<file path="config.mk">
export PLATFORM = sky130hd
export DESIGN_NAME = jk_mod_updown_counter
export DESIGN_NICKNAME = d
export VERILOG_FILES = /design/src/rtl/jk_counter_pkg.sv /design/src/rtl/jk_ff_cell.sv /design/src/rtl/jk_mod_updown_counter.sv
export SDC_FILE = /design/constraint.sdc
export NUM_CORES = 1
export LEC_CHECK = 0
export BUFFER_PORTS_ARGS = -buffer_cell sky130_fd_sc_hd__clkbuf_2
export CAP_MARGIN = 20
export CORE_MARGIN = 2
export CORE_UTILIZATION = 35
export DETAILED_ROUTE_END_ITERATION = 12
export PLACE_DENSITY_LB_ADDON = 0.12
export SYNTH_ARGS = -nofsm -noshare
export SYNTH_HDL_FRONTEND = slang
export SYNTH_SLANG_ARGS = --single-unit
</file>
<file path="constraint.sdc">
create_clock -name C -period 1.9 [get_ports C]
set_input_delay 0.285 -clock C [delete_from_list [all_inputs] [get_ports C]]
set_output_delay 0.285 -clock C [all_outputs]
set_load 0.05 [all_outputs]
</file>
<file path="src/rtl/jk_counter_pkg.sv">
// Shared definitions for the JK-cell modulo counter: cell excitation encodings
// and the next-count function used by the top-level excitation logic.
package jk_counter_pkg;

    localparam int unsigned MAX_WIDTH = 8;
    localparam int unsigned CW        = MAX_WIDTH + 1;

    typedef logic [CW-1:0] cnt_t;

    // {J, K} encodings
    localparam logic [1:0] JK_HOLD   = 2'b00;
    localparam logic [1:0] JK_RESET  = 2'b01;
    localparam logic [1:0] JK_SET    = 2'b10;
    localparam logic [1:0] JK_TOGGLE = 2'b11;

    // One wider than any legal WIDTH so modulus == 2**WIDTH is representable.
    function automatic cnt_t next_count(input cnt_t q, input logic up, input cnt_t modulus);
        cnt_t nxt;
        if (q >= modulus) begin
            nxt = '0;
        end else if (up) begin
            nxt = (q == modulus - cnt_t'(1)) ? '0 : q + cnt_t'(1);
        end else begin
            nxt = (q == '0) ? modulus - cnt_t'(1) : q - cnt_t'(1);
        end
        return nxt;
    endfunction

endpackage

</file>
<file path="src/rtl/jk_ff_cell.sv">
// Edge-triggered JK flip-flop with asynchronous active-high reset.
module jk_ff_cell
    import jk_counter_pkg::*;
(
    input  logic C,
    input  logic RESET,
    input  logic J,
    input  logic K,
    output logic Q
);

    always_ff @(posedge C or posedge RESET) begin
        if (RESET) begin
            Q <= 1'b0;
        end else begin
            unique case ({J, K})
                JK_HOLD:   Q <= Q;
                JK_RESET:  Q <= 1'b0;
                JK_SET:    Q <= 1'b1;
                JK_TOGGLE: Q <= ~Q;
            endcase
        end
    end

endmodule

</file>
<file path="src/rtl/jk_mod_updown_counter.sv">
// Modulo-N up/down counter built from JK cells: per-bit J/K excitation, load with
// range check, terminal-count decode and registered wrap / load-error pulses.
module jk_mod_updown_counter
    import jk_counter_pkg::*;
#(
    parameter int unsigned WIDTH   = 4,
    parameter int unsigned MODULUS = 10
) (
    input  logic             C,
    input  logic             RESET,
    input  logic             EN,
    input  logic             UP,
    input  logic             LOAD,
    input  logic [WIDTH-1:0] D,
    output logic [WIDTH-1:0] Q,
    output logic [WIDTH-1:0] Qn,
    output logic             TC,
    output logic             WRAP,
    output logic             LOAD_ERR
);

    localparam cnt_t MOD     = cnt_t'(MODULUS);
    localparam cnt_t TOP_VAL = cnt_t'(MODULUS - 1);

    cnt_t             q_ext;
    cnt_t             d_ext;
    cnt_t             nxt_ext;
    logic [WIDTH-1:0] nxt;
    logic [WIDTH-1:0] j;
    logic [WIDTH-1:0] k;
    logic             load_ok;
    logic             illegal;
    logic             wrap_take;
    logic             wrap_d;
    logic             load_err_d;
    logic             unused_nxt_hi;

    assign q_ext         = cnt_t'(Q);
    assign d_ext         = cnt_t'(D);
    assign nxt_ext       = next_count(q_ext, UP, MOD);
    assign nxt           = nxt_ext[WIDTH-1:0];
    // Upper bits are always zero for a legal modulus.
    assign unused_nxt_hi = ^nxt_ext[CW-1:WIDTH];

    assign load_ok   = (d_ext < MOD);
    assign illegal   = (q_ext >= MOD);
    assign wrap_take = illegal | (UP ? (q_ext == TOP_VAL) : (q_ext == '0));

    assign TC = EN & (UP ? (q_ext == TOP_VAL) : (q_ext == '0));
    assign Qn = ~Q;

    always_comb begin
        j          = '0;
        k          = '0;
        wrap_d     = 1'b0;
        load_err_d = 1'b0;
        if (LOAD) begin
            if (load_ok) begin
                j = D;
                k = ~D;
            end else begin
                load_err_d = 1'b1;
            end
        end else if (EN) begin
            // Toggle exactly the bits that differ from the next count.
            j      = nxt ^ Q;
            k      = nxt ^ Q;
            wrap_d = wrap_take;
        end
    end

    for (genvar i = 0; i < WIDTH; i++) begin : g_cell
        jk_ff_cell u_cell (
            .C     (C),
            .RESET (RESET),
            .J     (j[i]),
            .K     (k[i]),
            .Q     (Q[i])
        );
    end

    always_ff @(posedge C or posedge RESET) begin
        if (RESET) begin
            WRAP     <= 1'b0;
            LOAD_ERR <= 1'b0;
        end else begin
            WRAP     <= wrap_d;
            LOAD_ERR <= load_err_d;
        end
    end

endmodule

</file>
==> impl_metrics.toml <==
[drt]
drt_iter0_markers = 6
drt_wl_total_mm = 1.293
vias_per_cell = 5.564
drc = 0
drtPass1Iterations = 4
wire_per_inst_um = 12.80
vias = 562
ant_nets = 0

[timing]
hold_viol_final = 0
drv_slew = 0
setup-violations-final = 0
fin_worst_skew_ps = 5.679
min_period_ps = 1700
worst_pin_slew_ps = 341.8
fin_tns_setup_ps = 0
finalCritPeriodShare_pct = 89.50
layout_setup_ws_ps = 199.6
rsz0062_at_grt = "no"
fmax_mhz = 588.1
slew_headroom_pct = 77.21

[synth]
seq_area_frac_synth_pct = 27.84
synth-simple-area-share_pct = 25.52
syn-cell-area_um2 = 539.3
syn_nets = 79
synth_top_family_by_area = "compound AO/OA/AOI/OAI gates"
synth.ff_latch_count = 6
synth_xor_xnor_area_share_pct = 3.248
synth_compound_area_share_pct = 27.84
synth_fa_ha_area_share_pct = 0
yosys_warnings = 0
yosys-mux-area-fraction_pct = 0
avgSynthCellArea_um2 = 7.704
netlist_instances = 70
synthDistinctLibCells = 36

[floorplanning]
die_h_um = 43.25
ios = 20
dieWidth_um = 43.25
core_mm2 = 0.001471
initial_core_util_pct = 36.65
fp-row-count = 14
dieArea_mm2 = 0.001871

[global_route]
grt_pass1_vias = 515
grt_pass1_wl_mm = 2.194
use_met3_pct = 5.957
grtUsageMet1_pct = 21.24
overflow = 0
grtUsageTotal_pct = 15.90
grt_max_degree = 13
antenna_found_initial = 0
grt_util_met2_pct = 21.79
grt-busiest-layer = "met2"

[final_layout]
utilization_pct = 43.62
area_growth_pct = 19.03
drive_gt1_share_pct = 31.76
fillers = 161
final_nets = 96
instances_no_fill = 101
insertedDiodeCount = 0

[setup_path]
end_kind = "output port"
worstPathArrival_ps = 1420
startpoint_type = "flip-flop"
cp_max_fo = 12
worstPathRequired_ps = 1620
worstSetupPathType = "flip-flop to output port"

[hold_path]
hp-class = "primary input to flip-flop"

[placed_design]
numPortBuffers = 19
pre_cts_ws_ps = 316.9
gp_congestion = 0.7908
place_inst = 97
hpwl_um = 962.1

[clock_network]
clockRootBuffer = "clkbuf_4"
clock_sinks = 6
clock_latency_ps = 250
cts_tree = "built"
cts_max_level = 1
cts_buffers = 3
clk_pin_slew_worst_paths_ps = 40
postCtsSetupBuffers = 0
cts_buffer_depth = 2

[power_and_ir_drop]
power_density_mw_per_mm2 = 1153
leakage_nw = 0.3085
vdd_drop_max_v = 0.0007242

[flow_run]
cap_viol_max_count = 0

[status]
status = "finished, final reports clean"
## path summary, 6_finish.rpt
kind	startpoint	endpoint	slack, ps	cells after the start
worst max-delay path	g_cell[3].u_cell.Q	TC	200	4
worst min-delay path	D[0]	g_cell[0].u_cell.Q	260	3
worst max register to register	g_cell[0].u_cell.Q	g_cell[1].u_cell.Q	350	3
worst min register to register	g_cell[3].u_cell.Q	WRAP	750	2
max in group asynchronous	RESET	g_cell[0].u_cell.Q	1180	3
min in group asynchronous	RESET	WRAP	490	3
## cell usage in the layout, fill, tap and decap left out, drive strengths merged, types with 2 or more instances in the layout
cell type	netlist	final
clkbuf	4	22
a21oi	6	6
inv	6	6
dfrtp	6	6
nor2	4	4
nand2	4	4
nand3	3	3
o21ai	3	3
nor2b	2	2
nor4	2	2
nor3b	2	2
buf	6	2
a211oi	2	2
## flip-flops by register name, indices dropped and copies added (netlist names)
signal	cells
LOAD_ERR	1
g_cell.u_cell.Q	4
WRAP	1
## per-stage QoR
stage	hold WS [ps]	instance area, um^2	power [mW]
2_1_floorplan	75.96	539.3	0.5586
3_3_place_gp	188.0	608.1	0.6167
3_5_place_dp	195.9	608.1	0.6144
4_1_cts	266.6	640.6	0.7399
5_1_grt	285.9	641.9	0.7965
6_report	261.4	641.9	0.7403
## routing by layer
| metal | routed length, um | part of all wire (%) |
|---|---|---|
| met1 | 620 | 48 |
| met2 | 535 | 41 |
| met4 | 36 | 2.8 |
| met3 | 102 | 7.9 |
| met5 | 0 | 0 |
## logic make-up after synthesis
group | after synthesis
flip-flops | 6
XOR/XNOR | 2
AO/OA/AOI/OAI | 21
buffers and inverters | 16
AND/OR/NAND/NOR | 25
## synth_stat cells
master / count / area, um^2
o31ai_1: 1 / 7.510
o211ai_1: 1 / 7.510
nand2b_1: 1 / 6.260
nand2_1: 4 / 15.01
xnor2_1: 1 / 8.760
buf_6: 1 / 11.26
o311a_1: 1 / 10.01
dfrtp_1: 6 / 150.1
a211oi_2: 1 / 12.51
nor2_1: 4 / 15.01
a211oi_1: 1 / 7.510
nor3b_1: 2 / 15.01
or3b_1: 1 / 8.760
or3_1: 1 / 6.260
a21oi_1: 6 / 30.03
a31oi_1: 1 / 6.260
inv_1: 6 / 22.52
nand3b_1: 1 / 7.510
o211a_1: 1 / 10.01
a32o_1: 1 / 10.01
xor2_1: 1 / 8.760
buf_4: 4 / 30.03
and3_1: 1 / 6.260
nand3_1: 3 / 15.01
nor2b_1: 2 / 12.51
nor3_1: 1 / 5.000
clkbuf_1: 4 / 15.01
or2_2: 1 / 6.260
a221o_1: 1 / 10.01
a21boi_0: 1 / 7.510
o21ai_0: 3 / 15.01
and2_1: 1 / 6.260
o21bai_1: 1 / 7.510
nor4_1: 2 / 12.51
buf_2: 1 / 5.000
a41oi_1: 1 / 8.760
## report_power, final
group,leakage [nW],total [mW],internal (mW),switching (mW)
clock network,0.0138,0.125,0.0719,0.0527
registers,0.0738,0.205,0.153,0.0515
logic,0.221,0.411,0.122,0.289
## layout make-up
class | instances | area (um^2) | area share (%)
multi-input combinational | 48 | 305.3 | 47.56
sequential | 6 | 151.4 | 23.59
timing repair buffer | 22 | 120.1 | 18.71
clock buffer | 3 | 22.52 | 3.509
inverter | 6 | 22.52 | 3.509
tap | 16 | 20.02 | 3.119
## critical path, stage by stage (launching register included)
cell and delay (ps):
dfrtp_1 490, nor3_1 230, a21oi_1 60, nor2_1 110, clkbuf_2 270
## repair_timing
action,CTS,global route
resized for setup,0,1
endpoints found under the hold margin,6,0
endpoints found under the setup margin,0,1
hold buffers,1,0
No activity file was read; power rests on OpenSTA's default activity.
